File: src/rtl/amp_mod_pkg.sv
// rtl/amp_mod_pkg.sv - FSM states and sizing helpers for amplitude_modulator_mc
package amp_mod_pkg;

    typedef enum logic [1:0] {
        IDLE,
        ENV,
        GAIN,
        OUT
    } amp_state_e;

    function automatic int ch_idx_w(input int num_ch);
        return (num_ch > 1) ? $clog2(num_ch) : 1;
    endfunction

    function automatic logic [31:0] gain_unity(input int w);
        return (w >= 32) ? 32'hFFFF_FFFF : ((32'd1 << w) - 32'd1);
    endfunction

endpackage

File: src/rtl/amp_gain_ramp.sv
// rtl/amp_gain_ramp.sv - saturating slew register: current steps toward target on each update strobe
module amp_gain_ramp #(
    parameter int W    = 8,
    parameter int STEP = 4
) (
    input  logic         clk,
    input  logic         rst,
    input  logic         update,
    input  logic [W-1:0] target,
    output logic [W-1:0] current
);

    localparam logic [W-1:0] STEP_V = W'(STEP);

    logic [W-1:0] cur_q, cur_d;
    logic [W-1:0] diff;

    always_comb begin
        cur_d = cur_q;
        diff  = (cur_q < target) ? (target - cur_q) : (cur_q - target);
        if (update) begin
            // The last partial step lands exactly on target, so there is never overshoot.
            if (STEP == 0 || diff <= STEP_V) begin
                cur_d = target;
            end else if (cur_q < target) begin
                cur_d = cur_q + STEP_V;
            end else begin
                cur_d = cur_q - STEP_V;
            end
        end
    end

    always_ff @(posedge clk) begin
        if (rst) begin
            cur_q <= '0;
        end else begin
            cur_q <= cur_d;
        end
    end

    assign current = cur_q;

endmodule

File: src/rtl/amplitude_modulator_mc.sv
// rtl/amplitude_modulator_mc.sv - NUM_CH samples x envelope x slewed master gain on one shared multiplier
// AMP_MOD_SIGNED_EN selects two's-complement samples with arithmetic (floor) shifts.
module amplitude_modulator_mc
    import amp_mod_pkg::*;
#(
    parameter int NUM_CH    = 4,
    parameter int DATA_W    = 8,
    parameter int ENV_W     = 8,
    parameter int GAIN_W    = 8,
    parameter int RAMP_STEP = 4
) (
    input  logic                     clk,
    input  logic                     rst,
    input  logic                     sample_valid,
    output logic                     sample_ready,
    input  logic [NUM_CH*DATA_W-1:0] waveform_in,
    input  logic [NUM_CH*ENV_W-1:0]  envelope_in,
    input  logic [GAIN_W-1:0]        master_gain,
    input  logic                     mute,
    output logic                     out_valid,
    output logic [NUM_CH*DATA_W-1:0] amplitude_out,
    output logic [GAIN_W-1:0]        gain_current
);

    localparam int CH_W  = ch_idx_w(NUM_CH);
    localparam int OPB_W = (ENV_W > GAIN_W) ? ENV_W : GAIN_W;
    localparam int MUL_W = DATA_W + OPB_W;
    localparam logic [GAIN_W-1:0] GAIN_UNITY = GAIN_W'(gain_unity(GAIN_W));
    localparam logic [CH_W-1:0]   CH_LAST    = CH_W'(NUM_CH - 1);

    amp_state_e                state_q, state_d;
    logic [CH_W-1:0]           ch_q, ch_d;
    logic [NUM_CH*DATA_W-1:0]  wave_q, wave_d;
    logic [NUM_CH*ENV_W-1:0]   env_q, env_d;
    logic [NUM_CH*DATA_W-1:0]  stage_q, stage_d;
    logic [NUM_CH*DATA_W-1:0]  amp_q, amp_d;
    logic [DATA_W-1:0]         e_q, e_d;
    logic                      out_valid_q, out_valid_d;

    logic                      accept;
    logic [GAIN_W-1:0]         gain_target;
    logic [DATA_W-1:0]         wave_sel, mul_a, mul_res;
    logic [ENV_W-1:0]          env_sel;
    logic [OPB_W-1:0]          mul_b;

    assign sample_ready = (state_q == IDLE);
    assign accept       = sample_valid && sample_ready;
    assign gain_target  = mute ? '0 : master_gain;

    amp_gain_ramp #(
        .W    (GAIN_W),
        .STEP (RAMP_STEP)
    ) u_gain_ramp (
        .clk     (clk),
        .rst     (rst),
        .update  (accept),
        .target  (gain_target),
        .current (gain_current)
    );

    always_comb begin
        wave_sel = '0;
        env_sel  = '0;
        for (int k = 0; k < NUM_CH; k++) begin
            if (ch_q == CH_W'(k)) begin
                wave_sel = wave_q[k*DATA_W +: DATA_W];
                env_sel  = env_q[k*ENV_W +: ENV_W];
            end
        end
    end

    // ENV multiplies sample x envelope; GAIN reuses the same multiplier for e x gain.
    always_comb begin
        mul_a = wave_sel;
        mul_b = OPB_W'(env_sel);
        if (state_q == GAIN) begin
            mul_a = e_q;
            mul_b = OPB_W'(gain_current);
        end
    end

`ifdef AMP_MOD_SIGNED_EN
    localparam int P_W = MUL_W + 1;
    logic signed [P_W-1:0] mul_p, mul_sh;
    always_comb begin
        mul_p  = P_W'($signed(mul_a)) * P_W'($signed({1'b0, mul_b}));
        mul_sh = (state_q == GAIN) ? (mul_p >>> GAIN_W) : (mul_p >>> ENV_W);
    end
`else
    logic [MUL_W-1:0] mul_p, mul_sh;
    always_comb begin
        mul_p  = MUL_W'(mul_a) * MUL_W'(mul_b);
        mul_sh = (state_q == GAIN) ? (mul_p >> GAIN_W) : (mul_p >> ENV_W);
    end
`endif

    assign mul_res = DATA_W'(mul_sh);

    always_comb begin
        state_d     = state_q;
        ch_d        = ch_q;
        wave_d      = wave_q;
        env_d       = env_q;
        e_d         = e_q;
        stage_d     = stage_q;
        amp_d       = amp_q;
        out_valid_d = 1'b0;
        case (state_q)
            IDLE: begin
                if (accept) begin
                    wave_d  = waveform_in;
                    env_d   = envelope_in;
                    ch_d    = '0;
                    state_d = ENV;
                end
            end
            ENV: begin
                e_d     = mul_res;
                state_d = GAIN;
            end
            GAIN: begin
                for (int k = 0; k < NUM_CH; k++) begin
                    if (ch_q == CH_W'(k)) begin
                        stage_d[k*DATA_W +: DATA_W] = (gain_current == GAIN_UNITY) ? e_q : mul_res;
                    end
                end
                if (ch_q == CH_LAST) begin
                    state_d = OUT;
                end else begin
                    ch_d    = ch_q + CH_W'(1);
                    state_d = ENV;
                end
            end
            OUT: begin
                amp_d       = stage_q;
                out_valid_d = 1'b1;
                state_d     = IDLE;
            end
            default: state_d = IDLE;
        endcase
    end

    always_ff @(posedge clk) begin
        if (rst) begin
            state_q     <= IDLE;
            ch_q        <= '0;
            wave_q      <= '0;
            env_q       <= '0;
            e_q         <= '0;
            stage_q     <= '0;
            amp_q       <= '0;
            out_valid_q <= 1'b0;
        end else begin
            state_q     <= state_d;
            ch_q        <= ch_d;
            wave_q      <= wave_d;
            env_q       <= env_d;
            e_q         <= e_d;
            stage_q     <= stage_d;
            amp_q       <= amp_d;
            out_valid_q <= out_valid_d;
        end
    end

    assign out_valid     = out_valid_q;
    assign amplitude_out = amp_q;

endmodule

File: config.mk
export PLATFORM = sky130hd
export DESIGN_NAME = amplitude_modulator_mc
export DESIGN_NICKNAME = d
export VERILOG_FILES = /design/src/rtl/amp_mod_pkg.sv /design/src/rtl/amp_gain_ramp.sv /design/src/rtl/amplitude_modulator_mc.sv
export SDC_FILE = /design/constraint.sdc
export NUM_CORES = 1
export LEC_CHECK = 0
export CAP_MARGIN = 40
export CORE_MARGIN = 2
export CORE_UTILIZATION = 50
export DETAILED_ROUTE_END_ITERATION = 10
export GPL_TIMING_DRIVEN = 1
export PLACE_DENSITY = 0.73
export REMOVE_ABC_BUFFERS = 1
export SLEW_MARGIN = 40
export SYNTH_ARGS = -nofsm -noshare
export SYNTH_HDL_FRONTEND = slang
export SYNTH_SLANG_ARGS = --single-unit
File: constraint.sdc
create_clock -name clk -period 7.9 [get_ports clk]
set_clock_uncertainty 0.1 [all_clocks]
set_input_delay 1.58 -clock clk [delete_from_list [all_inputs] [get_ports clk]]
set_output_delay 1.58 -clock clk [all_outputs]
set_load 0.005 [all_outputs]
==> run summary, run 1 <==
pwr dens = 210 mW/mm²
ys async rst share = 0%
RSZ-0062 raised after global routing = no
flops & latches, synth = 149
post-synthesis average cell area = 7.94 µm²
CTS buffer count = 17
Slew headroom = 43.7%
via/cell ratio = 5.40
pin count of the biggest net entering global routing = 82
die height = 138 µm
Syn. warnings = 0
DIE AREA = 0.0191 mm²
Max Fanout on Critical Path = 18
post-route ant nets = 0
post-synthesis cell area = 0.00899 mm²
ANT cells = 0
CTS tree = built
worst skew pair latency = 420 ps
Final min period = 6940 ps
hpwl dp = 16.1 mm
worst-case clock buffer depth = 2
top cells by area, synth = dfxtp_1, nand2_1, a21oi_1
period utilization = 87.9%
# fillers = 1640
max-slew violation count = 0
fraction of layout cells with a size suffix above 1 = 6.21%
routed vias = 7848
H-tree level count = 4
Setup violations, final = 0
Post-CTS Setup Inserts = 0
DRC Markers = 0
Pwr Total = 2280 µW
first-pass GRT wire length = 36.9 mm
Required @ worst endpoint = 8070 ps
crit path capture type = register
first drt pass iteration count = 7
ys flop type = dfxtp_1
area growth from synthesis to layout = 20.4%
pin slew with the least headroom to its limit = 844 ps
total grt overflow = 0
clock sink total = 149
status = finished clean
total routed wirelength = 22.1 mm
initial antenna violation count = 0
Arr. time, crit path = 7110 ps
num ports = 118
Die W = 138 µm
initial core utilization = 50.5%
cts repair resizes = 0
Final #Nets = 1381
GR Util All Layers = 23.1%
Pleak = 0.00432 µW
Post-CTS Hold Buffers = 0
critical path type = reg -> reg
worst vdd ir = 0.000150 V
Mapped Cells = 1132
port bufs = 117
Tightest Hold Check Type = reg -> reg
post-synth top area cell = dfxtp_1
CTS root buf = clkbuf_16
top cells by count, synth = nand2_1, a21oi_1, dfxtp_1
vias in the first global route = 7428
final hold vios = 0
f_max = 144 MHz
hold slack = 353 ps
GPL Wtd Cong = 0.937
core area = 0.0178 mm²
Max-Cap Viols = 0
Reg clk slew, reported paths = 60 ps
row cnt = 49
wire per inst = 15.2 µm
final setup TNS = 0 ps
Netlist cell types = 64
post-synth top area share = 33.2%
Detailed Route Iter0 Violations = 527
top-count cell post-synth = nand2_1
sequential area share after synthesis = 33.2%
Post-synth EDFFs = 0
startpoint types = register
-- power by group --
group / switching, µW / leakage [µW] / internal [µW]
Sequential: 37.1 / 0.00121 / 786
Combinational: 410 / 0.00284 / 282
Clock: 329 / 0.000270 / 431
-- routing by layer --
| metal | GRT usage (%) | wire length, µm | vias to the layer above |
|---|---|---|---|
| li1 | - | - | 3967 |
| met1 | 33.0 | 10800 | 3619 |
| met2 | 36.5 | 9920 | 241 |
| met3 | 3.78 | 1160 | 21 |
| met4 | 5.85 | 231 | 0 |
| met5 | 0 | 0 | - |
-- sequential cells by signal, summed over array words and instances (netlist names) --
signal and count:
env_q 32, e_q 8, out_valid 1, u_gain_ramp.current 8
ch_q 2, amplitude_out 32, stage_q 32, state_q 2
wave_q 32
-- cells by family after synthesis --
family	share of synthesized area [%]
AOI/OAI and AO/OA	19.2
DFF	33.2
muxes	1.55
xor gates and xnor gates	1.94
and+or+nand+nor	22.0
buffers and inverters	5.86
adders and majority gates	16.3
-- per-stage QoR --
| stage | instances | utilization, % | setup slack [ps] | cell area [µm²] |
|---|---|---|---|---|
| 6_report | 1453 | 60.8 | 956 | 10800 |
| 5_1_grt | 1453 | 60.8 | 524 | 10800 |
| 4_1_cts | 1453 | 60.8 | 705 | 10800 |
| 3_5_place_dp | 1421 | 57.7 | 713 | 10300 |
| 3_3_place_gp | 1421 | 57.6 | 824 | 10200 |
| 2_1_floorplan | 1065 | - | 1550 | 8710 |
-- worst paths after layout --
kind | startpoint | to | slack (ps) | cells past startpoint
setup / recovery | ch_q[0]$_SDFFE_PP0P_ | stage_q[30]$_SDFFE_PP0P_ | 960 | 22
setup reg to reg | ch_q[0]$_SDFFE_PP0P_ | stage_q[30]$_SDFFE_PP0P_ | 960 | 22
hold / removal | stage_q[27]$_SDFFE_PP0P_ | amplitude_out[27]$_SDFFE_PP0P_ | 350 | 2
hold reg to reg | stage_q[27]$_SDFFE_PP0P_ | amplitude_out[27]$_SDFFE_PP0P_ | 350 | 2
-- area by class of cell --
cell class	count	area [µm²]	area share, %
clock inverters	12	93.8	0.868
repair buffers	127	1240	11.5
inverters	66	250	2.31
multi-input cells	850	5490	50.8
clock buffers	20	467	4.31
well taps	229	287	2.65
flip-flops and latches	149	2980	27.6
-- worst max-delay path, stage by stage, from the launching register on --
cell	delay [ps]
dfxtp_1	340
inv_1	120
ha_1	690
nand3b_1	140
a21oi_1	210
a21oi_1	50
o21ai_0	220
a21oi_1	310
or2_2	430
fa_1	480
fa_1	490
inv_1	50
fa_1	500
fa_1	490
ha_1	330
nand4_1	100
nor3b_1	230
o211ai_1	220
o41ai_4	410
a41oi_2	230
xnor2_1	180
mux2i_1	340
a211oi_1	130
-- layout by cell type, fill, tap and decap left out, types with 17 or more instances in the layout --
cell type and n:
a211oi_1 19, a21oi_1 160, clkbuf_16 17, clkdlybuf4s50_1 116
dfxtp_1 149, fa_1 38, ha_1 53, inv_1 64
nand2_1 245, nand2b_1 18, nand3b_1 26, nor2_1 110
No activity file was read; power rests on OpenSTA's default activity.
==> inputs of run 2 (changes only) <==
--- a/config.mk
+++ b/config.mk
@@ -6,8 +6,9 @@
 export NUM_CORES = 1
 export LEC_CHECK = 0
 export CAP_MARGIN = 40
-export CORE_MARGIN = 2
+export CORE_MARGIN = 5
 export CORE_UTILIZATION = 50
+export CTS_CLUSTER_DIAMETER = 50
 export DETAILED_ROUTE_END_ITERATION = 10
 export GPL_TIMING_DRIVEN = 1
 export PLACE_DENSITY = 0.73
==> run 2 against run 1 <==
Core utilization decreased by 0.18 points. Sequential share of layout area about the same. Non-clock buffer count decreased by 1. Sequential power about the same. Maximum frequency decreased by 0.35%. Clock power increased by 5.0%. Flip-flop and latch count unchanged. Global-route usage decreased by 0.48 points. Wire length increased by 4.2%. Total power increased by 2.3%.
==> run summary, run 2 (synthesized netlist as in run 1, its figures left out) <==
status = finished clean
Worst Reg-to-Reg Cells = 24
CP Launch Point = ch_q[1]$_SDFFE_PP0P_
final setup TNS = 0 ps
Pwr Total = 2330 µW
most common cell after layout, fill and taps aside = nand2_1
FF-to-FF Start = ch_q[1]$_SDFFE_PP0P_
Seq. cell area = 0.00298 mm²
crit path capture type = register
Clock Power Share = 34.3%
Tightest Hold Check Type = reg -> reg
Arr. time, crit path = 7150 ps
wire per inst = 15.9 µm
max-slew violation count = 0
worst slack at placement = 920 ps
Detailed Route Iter0 Violations = 500
GR Util All Layers = 22.6%
CTS buffer count = 17
most frequent cells in the layout = nand2_1, a21oi_1, dfxtp_1, clkdlybuf4s50_1, nor2_1
Final #Nets = 1380
Hold Crit Endpoint = amplitude_out[27]$_SDFFE_PP0P_
first-pass GRT wire length = 37.7 mm
DRC Markers = 0
initial antenna violation count = 0
worst vdd ir = 0.000152 V
Slew headroom = 45.9%
Post-DP Area = 0.0102 mm²
Multi-input gate area = 0.00549 mm²
RR Endpoint = stage_q[22]$_SDFFE_PP0P_
Die W = 144 µm
Hold Path Stages = 2
f_max = 144 MHz
startpoint types = register
post-route cell area = 0.0108 mm²
num ports = 118
reg-to-reg slack, setup = 930 ps
total grt overflow = 0
Max-Cap Viols = 0
Pleak = 0.00433 µW
critical path type = reg -> reg
Comb power frac = 30.3%
Switching Share = 34.8%
clock sink total = 149
post-route ant nets = 0
Cell Int Power = 1520 µW
RSZ-0062 raised after global routing = no
area growth from synthesis to layout = 20.4%
CTS root buf = clkbuf_16
pwr dens = 215 mW/mm²
Post-CTS Setup Inserts = 0
DIE AREA = 0.0208 mm²
H-tree level count = 4
setup ws final = 931 ps
initial core utilization = 50.4%
Setup violations, final = 0
Flop pwr share = 35.4%
Max Fanout on Critical Path = 21
period utilization = 88.2%
via/cell ratio = 5.45
pin count of the biggest net entering global routing = 74
final hold vios = 0
port bufs = 117
ANT cells = 0
Required @ worst endpoint = 8080 ps
worst skew pair latency = 430 ps
fraction of layout cells with a size suffix above 1 = 5.89%
GPL Wtd Cong = 0.881
net switching power = 809 µW
routed vias = 7918
hpwl dp = 17.3 mm
first drt pass iteration count = 5
pin slew with the least headroom to its limit = 805 ps
vias in the first global route = 7291
worst hold start = stage_q[27]$_SDFFE_PP0P_
CTS tree = built
core area = 0.0178 mm²
Reg clk slew, reported paths = 70 ps
worst-case clock buffer depth = 2
cts repair resizes = 0
# fillers = 1650
row cnt = 49
die height = 144 µm
Layout Utilization = 60.7%
Post-CTS Hold Buffers = 0
total routed wirelength = 23.0 mm
Final min period = 6970 ps
[run 2: worst max-delay path by stage]
stage,endpoint,cells past startpoint
floorplan,stage_q[14]$_SDFFE_PP0P_,25
global placement,stage_q[6]$_SDFFE_PP0P_,24
detailed placement,stage_q[6]$_SDFFE_PP0P_,24
CTS,stage_q[22]$_SDFFE_PP0P_,24
global route,stage_q[6]$_SDFFE_PP0P_,24
finish,stage_q[22]$_SDFFE_PP0P_,24
[run 2: routing by layer]
layer	wire, µm	track usage [%]	share of wire [%]
met2	10000	34.2	44
met1	11100	32.8	48
met3	1430	3.84	6.2
met5	0	0	0
met4	440	7.23	1.9
[run 2: worst max-delay path, stage by stage (launching register included)]
cell       delay (ps)
dfxtp_1           350
inv_1             100
ha_1              520
buf_4             280
nand3b_1          120
a21oi_1            80
a21oi_1           140
o21ai_0            90
a21oi_1           630
nor2_1            150
fa_1              570
fa_1              450
fa_1              540
inv_1              50
fa_1              520
inv_1              40
ha_1              340
a21o_1            170
a21o_1            190
a2111oi_0         430
nor3_1            130
a41oi_2           260
xnor2_1           120
mux2i_1           330
a211oi_2          120
[run 2: area by class of cell]
cell class | count | share of cell area, %
inverters | 66 | 2.31
multi-input cells | 850 | 50.7
flip-flops and latches | 149 | 27.6
well taps | 229 | 2.65
repair buffers | 126 | 11.4
clock inverters | 14 | 1.29
clock buffers | 18 | 4.06
[run 2: power groups by stage]
stage                     logic [µW]  registers [µW]  clock network [µW]
after floorplan                  493             827                   0
after global placement           677             840                   0
after detailed placement         688             841                   0
after CTS                        693             824                 812
after global routing             770             828                 849
final                            704             825                 798
[run 2: metrics by stage]
stage               hold WS (ps)  std cells
floorplan                    326       1065
global placement             340       1420
detailed placement           344       1420
CTS                          348       1452
global route                 370       1452
finish                       349       1452
==> inputs of run 3 (changes only) <==
--- a/config.mk
+++ b/config.mk
@@ -6,13 +6,13 @@
 export NUM_CORES = 1
 export LEC_CHECK = 0
 export CAP_MARGIN = 40
-export CORE_MARGIN = 5
 export CORE_UTILIZATION = 50
 export CTS_CLUSTER_DIAMETER = 50
 export DETAILED_ROUTE_END_ITERATION = 10
 export GPL_TIMING_DRIVEN = 1
 export PLACE_DENSITY = 0.73
 export REMOVE_ABC_BUFFERS = 1
+export SKIP_CTS_REPAIR_TIMING = 1
 export SLEW_MARGIN = 40
 export SYNTH_ARGS = -nofsm -noshare
 export SYNTH_HDL_FRONTEND = slang
==> run 3 against run 2 <==
Worst setup slack worse by 17 ps. Sequential power is essentially flat. Maximum frequency shrank 0.24%. Register-to-register slack got worse by 20 ps. Total power about the same. Final cell count is 0.48% lower. Global-route usage is 2.9 points higher. Clock power about the same. Wire length fell by 2.8%. First-iteration DRC count shrank 9.2%. Highest routed layer unchanged. Clock-buffer cell count unchanged.
==> run summary, run 3 (synthesized netlist as in run 1, its figures left out) <==
total grt overflow = 0
total routed wirelength = 22.4 mm
met1 Usage GRT = 35.8%
crit-path leading delay family = adder cells
Die W = 136 µm
first drt pass iteration count = 5
Max Fanout on Critical Path = 18
first-pass GRT wire length = 37.5 mm
Reg clk slew, reported paths = 70 ps
Layout Utilization = 62.0%
hpwl dp = 16.3 mm
Pwr Total = 2330 µW
worst slack at placement = 994 ps
post-route ant nets = 0
setup ws final = 914 ps
routed vias = 7969
Arr. time, crit path = 7160 ps
final setup TNS = 0 ps
startpoint types = register
Tightest Hold Check Type = reg -> reg
final hold vios = 0
DRC Markers = 0
CP cell instances = inv_1, ha_1, nand3b_1, a221oi_1, o21ai_0, nand2b_1, fa_1, fa_1, inv_1, fa_1, fa_1, ha_1, nand4_1, nor3b_1, o211ai_1, o41ai_4, a41oi_2, xnor2_1, mux2i_1, a211oi_1
grt met3 use = 4.55%
port bufs = 117
CTS buffer count = 17
die height = 136 µm
Detailed Route Iter0 Violations = 454
via/cell ratio = 5.51
layer with the highest usage = met2
Buf/Inv on CP = 2
GR Util All Layers = 25.5%
fraction of layout cells with a size suffix above 1 = 5.74%
area growth from synthesis to layout = 20.2%
GPL Wtd Cong = 0.926
worst-case clock buffer depth = 2
Setup violations, final = 0
CP max stage cell = ha_1
CTS tree = built
Slew headroom = 42.0%
Required @ worst endpoint = 8080 ps
pin count of the biggest net entering global routing = 86
worst vdd ir = 0.000216 V
most common cell after layout, fill and taps aside = nand2_1
clock sink total = 149
row cnt = 48
Max-Cap Viols = 0
f_max = 143 MHz
ANT cells = 0
period utilization = 88.4%
most frequent cells in the layout = nand2_1, a21oi_1, dfxtp_1, clkdlybuf4s50_1, nor2_1
core area = 0.0174 mm²
initial antenna violation count = 0
pin slew with the least headroom to its limit = 861 ps
max-slew violation count = 0
status = finished clean
CTS root buf = clkbuf_16
H-tree level count = 4
num ports = 118
hold slack = 353 ps
RSZ-0062 raised after global routing = no
Crit path largest cell delay = 710 ps
worst skew pair latency = 420 ps
Final #Nets = 1377
# fillers = 1591
critical path type = reg -> reg
M2 GR Usage = 39.1%
DIE AREA = 0.0185 mm²
Pleak = 0.00431 µW
crit path capture type = register
initial core utilization = 51.6%
vias in the first global route = 7525
crit-path most repeated cell = fa_1
pwr dens = 215 mW/mm²
Final min period = 6990 ps
wire per inst = 15.5 µm
==> run 3: changes by cell type in the layout (fill, tap and decap cells not counted), sizes merged <==
cell / before / now
inv: 73 / 71
bufinv: 1 / 2
clkinv: 2 / 4
clkinvlp: 4 / 3
buf: 10 / 7
==> run 3: path summary, 6_finish.rpt <==
kind | startpoint | end | slack (ps) | depth (start not counted)
worst max-delay path | ch_q[0]$_SDFFE_PP0P_ | stage_q[6]$_SDFFE_PP0P_ | 910 | 20
worst min-delay path | stage_q[28]$_SDFFE_PP0P_ | amplitude_out[28]$_SDFFE_PP0P_ | 350 | 2
worst max register to register | ch_q[0]$_SDFFE_PP0P_ | stage_q[6]$_SDFFE_PP0P_ | 910 | 20
worst min register to register | stage_q[28]$_SDFFE_PP0P_ | amplitude_out[28]$_SDFFE_PP0P_ | 350 | 2
==> run 3: routing by layer <==
layer / vias to the layer above / wire length, µm / share of wire (%)
met2: 267 / 10100 / 45
li1: 3963 / - / -
met3: 23 / 1260 / 5.6
met4: 0 / 303 / 1.4
met5: - / 0 / 0
met1: 3716 / 10700 / 48
==> run 3: layout make-up <==
class	instances	area, µm²	share of cell area (%)
Clock buffer	18	429	3.97
Clock inverter	14	150	1.39
Tap cell	225	282	2.61
Multi-Input combinational cell	850	5490	50.8
Sequential cell	149	2980	27.6
Timing Repair Buffer	123	1220	11.3
Inverter	66	250	2.32
==> run 3: stage by stage <==
step / cell area (µm²) / cells
3_3_place_gp: 10200 / 1413
4_1_cts: 10800 / 1445
6_report: 10800 / 1445
2_1_floorplan: 8710 / 1065
5_1_grt: 10800 / 1445
3_5_place_dp: 10200 / 1413
==> run 3: worst min-delay path, cell delays in order (launching register included) <==
cell and delay, ps:
dfxtp_1 310, nand2_1 50, a21oi_1 50
==> run 3: power breakdown <==
part	internal, µW	leakage (µW)	switching (µW)
sequential	786	0.00121	40.0
clock	468	0.000278	330
combinational	281	0.00282	422
==> RTL edit 1, RTL diff (config.mk and constraints of run 3) <==
Register the input `master_gain` before use, without a reset. The logic sees it one clock later. The other inputs are not delayed to match.
--- a/src/rtl/amplitude_modulator_mc.sv
+++ b/src/rtl/amplitude_modulator_mc.sv
@@ -30,2 +30,8 @@
 
+    logic [GAIN_W-1:0] master_gain_q;
+
+    always_ff @(posedge clk) begin
+        master_gain_q <= master_gain;
+    end
+
     amp_state_e                state_q, state_d;
@@ -47,3 +53,3 @@
     assign accept       = sample_valid && sample_ready;
-    assign gain_target  = mute ? '0 : master_gain;
+    assign gain_target  = mute ? '0 : master_gain_q;
 
Function: changed (a bounded check fails within 4 cycles, from zero or initial values and one cycle with rst high).
==> RTL edit 1 against run 3 <==
Power decreased by 0.11%; cell count increased by 1.7%; routed wire length increased by 4.4%; final area increased by 2.3%; die area increased by 2.2%; critical path type unchanged; count of clock-buffer cells in the layout decreased by 1; sequential cell count increased by 8; setup slack improved by 0.031 ns; sequential power increased by 4.2%; core utilization decreased by 0.51 points; clock power increased by 4.8%; synthesized area increased by 2.2%.
==> RTL edit 1: results <==
export IMPL_nNetsFinal=1398
export IMPL_grt_antenna_before_repair=0
export IMPL_yosys_top_cells_count="246 x nand2_1, 164 x a21oi_1, 157 x dfxtp_1"
export IMPL_dp_cells=1438
export IMPL_routed_via_density=5.624
export IMPL_nMultiInputCombCells=870
export IMPL_grt_pass1_wl_um=38010
export IMPL_rows=49
export IMPL_totalWireLength_um=23360
export IMPL_dpl_worst_slack_ns=1.046
export IMPL_synth_seq_area_share=0.3420
export IMPL_peakVddDrop_mv=0.1652
export IMPL_synth_mux_area_frac=0.01334
export IMPL_critPathSlowestCell="fa_1"
export IMPL_fin_cells=1470
export IMPL_fillCellCount=1582
export IMPL_netlist_instances=1153
export IMPL_worstPathMaxFanout=22
export IMPL_clock_area_frac=0.05481
export IMPL_gp_congestion=0.8954
export IMPL_nonClockInverterCount=56
export IMPL_synth_compound_area_frac=0.1921
export IMPL_grt_pass1_vias=7548
export IMPL_seq_area_um2=3143
export IMPL_synthAdderAreaFrac=0.1590
export IMPL_p_leak_nw=4.404
export IMPL_grtUsageTotal=0.2596
export IMPL_clk_latency_ns=0.43
export IMPL_tightest_slew_ns=0.8112
export IMPL_layout_drive_gt1_share=0.06124
export IMPL_place_area_um2=10440
export IMPL_port_buffers=117
export IMPL_multi_input_area_share=0.5039
export IMPL_async_flop_share=0
export IMPL_max_stage_delay_ns=0.58
export IMPL_ys_ff_latch=157
export IMPL_buf_share=0.1119
export IMPL_hpwl_um=16880
export IMPL_grt_max_degree=75
export IMPL_n_all_buffers=126
export IMPL_final_max_slew_violation_count=0
export IMPL_ys_types=66
export IMPL_synth_ff_type="dfxtp_1"
export IMPL_status="complete, no violations"
export IMPL_drt_initial_drc_count=656
export IMPL_final_util=0.6151
export IMPL_synth_area_top_cells="dfxtp_1 34%, nand2_1 10%, a21oi_1 8.9%"
export IMPL_synthXorXnorAreaFrac=0.01620
## RTL edit 1: metal layers
layer,up-vias,part of all wire,track usage
met5,-,0,0
met4,0,0.013,0.07387
met3,31,0.063,0.04967
met2,285,0.44,0.3811
met1,3881,0.48,0.3830
li1,4070,-,-
## RTL edit 1: power breakdown
group          internal, mW  leakage [nW]  switching, mW
sequential            0.827          1.28         0.0347
clock                 0.452         0.298          0.384
combinational         0.250          2.83          0.377
## RTL edit 1: worst reg2reg max path, cell delays in order (launching register included)
cell and delay (ns):
dfxtp_1 0.34, inv_1 0.12, ha_1 0.51, buf_4 0.37, a21oi_1 0.07, a21oi_1 0.12
nor2_1 0.05, a21oi_1 0.16, nor2_1 0.08, a21oi_1 0.54, nor2_1 0.16, fa_1 0.58
fa_1 0.44, fa_1 0.54, inv_1 0.05, fa_1 0.53, inv_1 0.04, ha_1 0.33
o21ai_1 0.55, nor2_1 0.18, a21o_1 0.26, a221oi_1 0.54, a211oi_1 0.15
## RTL edit 1: path summary, 6_finish.rpt
check	startpoint	endpoint	slack, ns	depth (start not counted)
worst max-delay path	ch_q[0]	stage_q[6]	0.95	22
worst min register to register	stage_q[23]	amplitude_out[23]	0.35	2
worst min-delay path	stage_q[23]	amplitude_out[23]	0.35	2
worst max register to register	ch_q[0]	stage_q[6]	0.95	22
## RTL edit 1: logic make-up (layout without fill, tap and decap cells)
group / Yosys count / after routing
buffers and inverters: 126 / 214
adders and majority gates: 94 / 94
DFF: 157 / 157
AOI/OAI and AO/OA: 283 / 283
and+or+nand+nor: 464 / 464
muxes: 12 / 12
xor gates and xnor gates: 17 / 17
==> RTL edit 2, RTL diff (flow settings as in run 3) <==
Made on the original files. Set the parameter `ENV_W` to 6 (it was 8).
--- a/src/rtl/amplitude_modulator_mc.sv
+++ b/src/rtl/amplitude_modulator_mc.sv
@@ -7,3 +7,3 @@
     parameter int DATA_W    = 8,
-    parameter int ENV_W     = 8,
+    parameter int ENV_W     = 6,
     parameter int GAIN_W    = 8,
Ports: changed (resized envelope_in); port bits go from 118 to 110. The function was not compared with the original's and may differ.
==> RTL edit 2 against run 3 <==
Fmax up 4.3%; die area down 3.3%; sequential cell count down 8; via count down 2.0%; critical path type unchanged; critical path depth up 6; setup slack better by 0.29 ns; final area down 3.4%; synthesized area down 3.4%; power down 9.5%; routed wire length down 2.5%; largest power group is now clock; largest cell class unchanged.
==> RTL edit 2: results <==
export IMPL_peakVddDrop_mv=0.1471
export IMPL_whs_ns=0.3526
export IMPL_max_stage_delay_ns=0.54
export IMPL_routed_via_count=7808
export IMPL_drt_initial_drc_count=553
export IMPL_p_leak_nw=4.224
export IMPL_dpl_worst_slack_ns=1.133
export IMPL_buf_share=0.1083
export IMPL_rr_endpoint="stage_q[12]"
export IMPL_use_met3=0.04346
export IMPL_grt_pass1_vias=7453
export IMPL_worstPathMaxFanout=16
export IMPL_dp_cells=1380
export IMPL_ys_ff_latch=141
export IMPL_seq_share=0.2705
export IMPL_grt_pass1_wl_um=36470
export IMPL_whs_endpoint="amplitude_out[20]"
export IMPL_multi_input_area_share=0.5140
export IMPL_yosys_top_cells_count="223 x nand2_1, 174 x a21oi_1, 141 x dfxtp_1"
export IMPL_r2r_slack_ns=1.20
export IMPL_nMultiInputCombCells=839
export IMPL_wl_met1_um=10560
export IMPL_syn2layout_area_growth_pct=20.12
export IMPL_use_met2=0.4018
export IMPL_fillCellCount=1473
export IMPL_status="complete, no violations"
export IMPL_place_area_um2=9824
export IMPL_n_all_buffers=114
export IMPL_hp_start="stage_q[20]"
export IMPL_synth_area_top_cells="dfxtp_1 32%, a21oi_1 10%, nand2_1 9.6%"
export IMPL_netlist_instances=1116
export IMPL_post_drt_wl_per_cell_um=15.46
export IMPL_cp_arrival_ns=6.95
export IMPL_routed_via_density=5.530
export IMPL_first_pass_iters=7
[RTL edit 2: cell families after synthesis]
group,after synthesis,synth area share
adder cells (fa/ha/maj),94,0.1683
AND/OR/NAND/NOR,441,0.2289
multiplexers,7,0.008355
AO/OA/AOI/OAI,284,0.1961
flip-flops,141,0.3250
XOR/XNOR,13,0.01311
buffers and inverters,136,0.06036
[RTL edit 2: worst max path at each step]
stage / endpoint / slack (ns) / cells past startpoint
2_1_floorplan: stage_q[15] / 1.90 / 26
3_3_place_gp: stage_q[15] / 1.17 / 26
3_5_place_dp: stage_q[7] / 1.13 / 26
4_1_cts: stage_q[7] / 1.06 / 26
5_1_grt: stage_q[15] / 0.67 / 24
6_report: stage_q[12] / 1.20 / 26
[RTL edit 2: report_power, final]
group	internal [mW]	switching, mW
Sequential	0.741	0.0422
Combinational	0.211	0.301
Clock	0.452	0.359
Total	1.40	0.702
